### src/rtl/fir_coeff_loader.sv
// Coefficient SRAM loader: streams ADDR_DEPTH taps into SRAM, sweeps reads over them, then enables the FIR.
// Optional running checksum of the accepted coefficients is built when FIR_COEFF_CHECKSUM_EN is defined.
module fir_coeff_loader #(
    parameter int DATA_WIDTH = 16,
    parameter int ADDR_DEPTH = 33
) (
    input  logic                         iClk_12M,
    input  logic                         iRsn,
    input  logic                         iLoadStart,
    input  logic                         iAbort,
    input  logic                         iCoeffValid,
    input  logic [DATA_WIDTH-1:0]        iCoeff,
    output logic                         oCoeffReady,
    output logic                         oCsnRam,
    output logic                         oWrnRam,
    output logic [5:0]                   oAddrRam,
    output logic [DATA_WIDTH-1:0]        oWrDtRam,
    output logic                         oBusy,
    output logic                         oDone,
    output logic                         oFirEn,
    output logic signed [DATA_WIDTH+5:0] oChecksum
);

    localparam logic [5:0] LAST_TAP = 6'(ADDR_DEPTH);

    typedef enum logic [1:0] {
        IDLE,
        WRITE,
        READ,
        DONE
    } state_t;

    state_t     state;
    logic [5:0] cnt;
    logic       transfer;

    assign oCoeffReady = (state == WRITE);
    assign transfer    = iCoeffValid && oCoeffReady;

    // Abort takes priority over a coincident transfer, so a dropped tap never reaches the SRAM.
    always_ff @(posedge iClk_12M or negedge iRsn) begin
        if (!iRsn) begin
            state    <= IDLE;
            cnt      <= '0;
            oCsnRam  <= 1'b1;
            oWrnRam  <= 1'b1;
            oAddrRam <= '0;
            oWrDtRam <= '0;
            oBusy    <= 1'b0;
            oDone    <= 1'b0;
            oFirEn   <= 1'b0;
        end else begin
            oDone <= 1'b0;
            case (state)
                IDLE: begin
                    oCsnRam <= 1'b1;
                    oWrnRam <= 1'b1;
                    if (iLoadStart) begin
                        state  <= WRITE;
                        cnt    <= 6'd1;
                        oFirEn <= 1'b0;
                        oBusy  <= 1'b1;
                    end
                end
                WRITE: begin
                    if (iAbort) begin
                        state   <= IDLE;
                        cnt     <= '0;
                        oCsnRam <= 1'b1;
                        oWrnRam <= 1'b1;
                        oFirEn  <= 1'b0;
                        oBusy   <= 1'b0;
                    end else if (transfer) begin
                        oCsnRam  <= 1'b0;
                        oWrnRam  <= 1'b0;
                        oAddrRam <= cnt;
                        oWrDtRam <= iCoeff;
                        if (cnt == LAST_TAP) begin
                            state <= READ;
                            cnt   <= 6'd1;
                        end else begin
                            cnt <= cnt + 6'd1;
                        end
                    end else begin
                        oCsnRam <= 1'b1;
                        oWrnRam <= 1'b1;
                    end
                end
                READ: begin
                    if (iAbort) begin
                        state   <= IDLE;
                        cnt     <= '0;
                        oCsnRam <= 1'b1;
                        oWrnRam <= 1'b1;
                        oFirEn  <= 1'b0;
                        oBusy   <= 1'b0;
                    end else begin
                        oCsnRam  <= 1'b0;
                        oWrnRam  <= 1'b1;
                        oAddrRam <= cnt;
                        if (cnt == LAST_TAP) begin
                            state <= DONE;
                            cnt   <= '0;
                            oBusy <= 1'b0;
                        end else begin
                            cnt <= cnt + 6'd1;
                        end
                    end
                end
                DONE: begin
                    state   <= IDLE;
                    oCsnRam <= 1'b1;
                    oWrnRam <= 1'b1;
                    oDone   <= 1'b1;
                    oFirEn  <= 1'b1;
                end
                default: begin
                    state   <= IDLE;
                    oCsnRam <= 1'b1;
                    oWrnRam <= 1'b1;
                end
            endcase
        end
    end

`ifdef FIR_COEFF_CHECKSUM_EN
    logic signed [DATA_WIDTH+5:0] checksum;

    // Six guard bits cover the sum of up to 63 full-scale taps without overflow.
    always_ff @(posedge iClk_12M or negedge iRsn) begin
        if (!iRsn) begin
            checksum <= '0;
        end else if (state == IDLE && iLoadStart) begin
            checksum <= '0;
        end else if (transfer && !iAbort) begin
            checksum <= checksum + {{6{iCoeff[DATA_WIDTH-1]}}, iCoeff};
        end
    end

    assign oChecksum = checksum;
`else
    assign oChecksum = '0;
`endif

endmodule

### config.mk
export PLATFORM = sky130hd
export DESIGN_NAME = fir_coeff_loader
export DESIGN_NICKNAME = d
export VERILOG_FILES = /design/src/rtl/fir_coeff_loader.sv
export SDC_FILE = /design/constraint.sdc
export NUM_CORES = 1
export LEC_CHECK = 0
export ABC_AREA = 1
export CAP_MARGIN = 20
export CORE_MARGIN = 5
export CORE_UTILIZATION = 40
export CTS_CLUSTER_DIAMETER = 100
export DETAILED_ROUTE_END_ITERATION = 8
export PLACE_DENSITY_LB_ADDON = 0.3
export SYNTH_ARGS = -nofsm -noshare
export SYNTH_HDL_FRONTEND = slang
export SYNTH_SLANG_ARGS = --single-unit
### constraint.sdc
create_clock -name iClk_12M -period 3.1 [get_ports iClk_12M]
set_clock_uncertainty 0.1 [all_clocks]
set_input_delay 0.465 -clock iClk_12M [delete_from_list [all_inputs] [get_ports iClk_12M]]
set_output_delay 0.465 -clock iClk_12M [all_outputs]
set_load 0.1 [all_outputs]
==> impl_metrics.env <==
export IMPL_status="complete, no violations"
export IMPL_fin_util_pct=52.7
export IMPL_fmax_mhz=487
export IMPL_cts_buffer_depth=2
export IMPL_gp_congestion=0.869
export IMPL_worstHoldPathType="flip-flop to flip-flop"
export IMPL_vias=1466
export IMPL_cts_sinks=35
export IMPL_drive_above_1_share_pct=17.2
export IMPL_grt_usage_pct=12.9
export IMPL_syn_area_per_cell_um2=8.14
export IMPL_end_kind="output port"
export IMPL_cts_root_buf="clkbuf_8"
export IMPL_whs_ns=0.375
export IMPL_yosys_cell_count_top_type="nand2_1"
export IMPL_tns_ns=0
export IMPL_initial_core_util_pct=41.7
export IMPL_fp_row_count=24
export IMPL_post_cts_setup_buffers=0
export IMPL_core_area_um2=4410
export IMPL_io_buffers=48
export IMPL_synth_area_leaders="dfrtp_1 (45%), nand2_1 (18%), buf_4 (9.4%)"
export IMPL_placed_cell_area_um2=2210
export IMPL_syn_inst=226
export IMPL_min_period_ns=2.05
export IMPL_routed_wl_mm=3.82
export IMPL_worstPathMaxFanout=5
export IMPL_yosysWarningCount=0
export IMPL_max_cap_viol_count=0
export IMPL_post_cts_resized=0
export IMPL_ios=71
export IMPL_async_reset_ff_share_pct=100
export IMPL_grt_pass1_vias=1395
export IMPL_wl_per_cell_um=11.5
export IMPL_ys_ff_latch=35
export IMPL_drc=0
export IMPL_area_growth_pct=26.3
export IMPL_nets=307
export IMPL_die_x_um=77.8
export IMPL_viasPerCell=4.43
export IMPL_grt_overflow=0
export IMPL_finalInstanceArea_um2=2320
export IMPL_cts_hold_buf=0
export IMPL_setup_violations=0
export IMPL_critPathLaunchType="flip-flop"
export IMPL_clock_latency_ns=0.28
export IMPL_critPathKind="flip-flop to output port"
export IMPL_grt_pass1_wl_mm=6.45
export IMPL_ant_nets=0
export IMPL_final_max_slew_viol_count=0
export IMPL_clk_pin_slew_ns=0.07
export IMPL_grt_max_degree=36
export IMPL_htree_levels=2
export IMPL_hold_viol=0
export IMPL_synth_ff_type="dfrtp_1"
export IMPL_worst_ep_required_time_ns=2.53
export IMPL_rsz0062_at_grt="false"
export IMPL_syn_area_um2=1840
export IMPL_cts_buffers=5
export IMPL_antennaDiodeCount=0
export IMPL_synth_top_area_share_pct=44.9
export IMPL_synth_common_cells="nand2_1 (86), dfrtp_1 (33), buf_4 (23), inv_1 (23), nor2_1 (14)"
export IMPL_tritoncts="built"
export IMPL_arrival_ns=1.49
export IMPL_fp_dieH_um=77.8
export IMPL_synth_cell_type_count=20
export IMPL_dp_hpwl_mm=2.90
export IMPL_drt_iter0_drc=51
export IMPL_timing_final_crit_share_pct=66.2
export IMPL_die_area_um2=6060
export IMPL_drt_pass1_iter_count=4
export IMPL_synth_area_leader_cell="dfrtp_1"
export IMPL_synth_edf_count=0
export IMPL_ys_seq_area_share_pct=47.7
export IMPL_antenna_found_initial=0
==> worst max-delay path: stages, from the launching register on <==
cell and delay (ns):
dfrtp_1 0.41, inv_1 0.14, ha_1 0.31, buf_4 0.34
==> cells by family (layout without fill, tap and decap cells) <==
logic type | Yosys count | in the layout | share of synthesized area [%]
AOI/OAI and AO/OA | 16 | 16 | 5.03
adders and majority gates | 8 | 8 | 5.44
buffers and inverters | 50 | 82 | 15.7
DFF | 35 | 35 | 47.7
other | 1 | 22 | 0.204
and+or+nand+nor | 116 | 116 | 25.9
==> state kept, by name, indices dropped and copies added, names as in the netlist <==
name and count:
oDone 1, oCsnRam 1, oAddrRam 6, oWrDtRam 16
state 2, oFirEn 1, cnt 6, oBusy 1
oWrnRam 1
==> placed cells by master, fill, tap and decap left out <==
cell | Yosys | final
inv_2 | 2 | 2
nor2_4 | 2 | 2
nand2_1 | 86 | 86
nand4_1 | 1 | 1
dfstp_2 | 2 | 2
nand3_1 | 9 | 9
nor3_1 | 2 | 2
bufinv_16 | 0 | 1
or2_2 | 1 | 1
conb_1 | 1 | 22
nand2_4 | 1 | 1
a21oi_1 | 4 | 4
a31oi_1 | 1 | 1
o21ai_2 | 3 | 3
o21ai_0 | 8 | 8
inv_1 | 23 | 23
clkbuf_8 | 0 | 6
nor2_1 | 14 | 14
clkdlybuf4s50_1 | 0 | 20
clkinv_2 | 0 | 1
ha_1 | 8 | 8
buf_4 | 23 | 29
dfrtp_1 | 33 | 33
==> final cells by class <==
| class | count | area, µm² |
|---|---|---|
| Fill cell | 426 | 2090 |
| Sequential cell | 35 | 878 |
| Multi-Input combinational cell | 162 | 752 |
| Timing Repair Buffer | 49 | 418 |
| Inverter | 25 | 93.8 |
| Clock buffer | 6 | 82.6 |
| Tap cell | 52 | 65.1 |
| Clock inverter | 2 | 35.0 |
==> through the flow <==
stage	instances	worst slack, ns
floorplan	247	0.837
global placement	323	1.05
detailed placement	323	1.03
CTS	331	1.03
global route	331	0.984
finish	331	1.05
==> final timing paths <==
check / startpoint / slack, ns / cells past startpoint / to
min in group asynchronous: iRsn / 0.49 / 2 / oWrDtRam[15]
worst max register to register: state[1] / 1.24 / 7 / oWrDtRam[0]
max in group asynchronous: iRsn / 2.06 / 2 / oCsnRam
worst max-delay path: state[1] / 1.05 / 3 / oCoeffReady
worst min-delay path: oWrDtRam[7] / 0.38 / 2 / oWrDtRam[7]
worst min register to register: oWrDtRam[7] / 0.38 / 2 / oWrDtRam[7]
==> per-layer routing <==
layer	part of all wire [%]	vias to the layer above	GRT usage, %
met4	1.3	0	4.12
met5	0	-	0
li1	-	749	-
met2	46	53	20.4
met3	8.5	7	4.40
met1	44	657	16.7
Power is not shown: default switching activity piles up to over one toggle a cycle in this logic, so the estimate is an artifact.
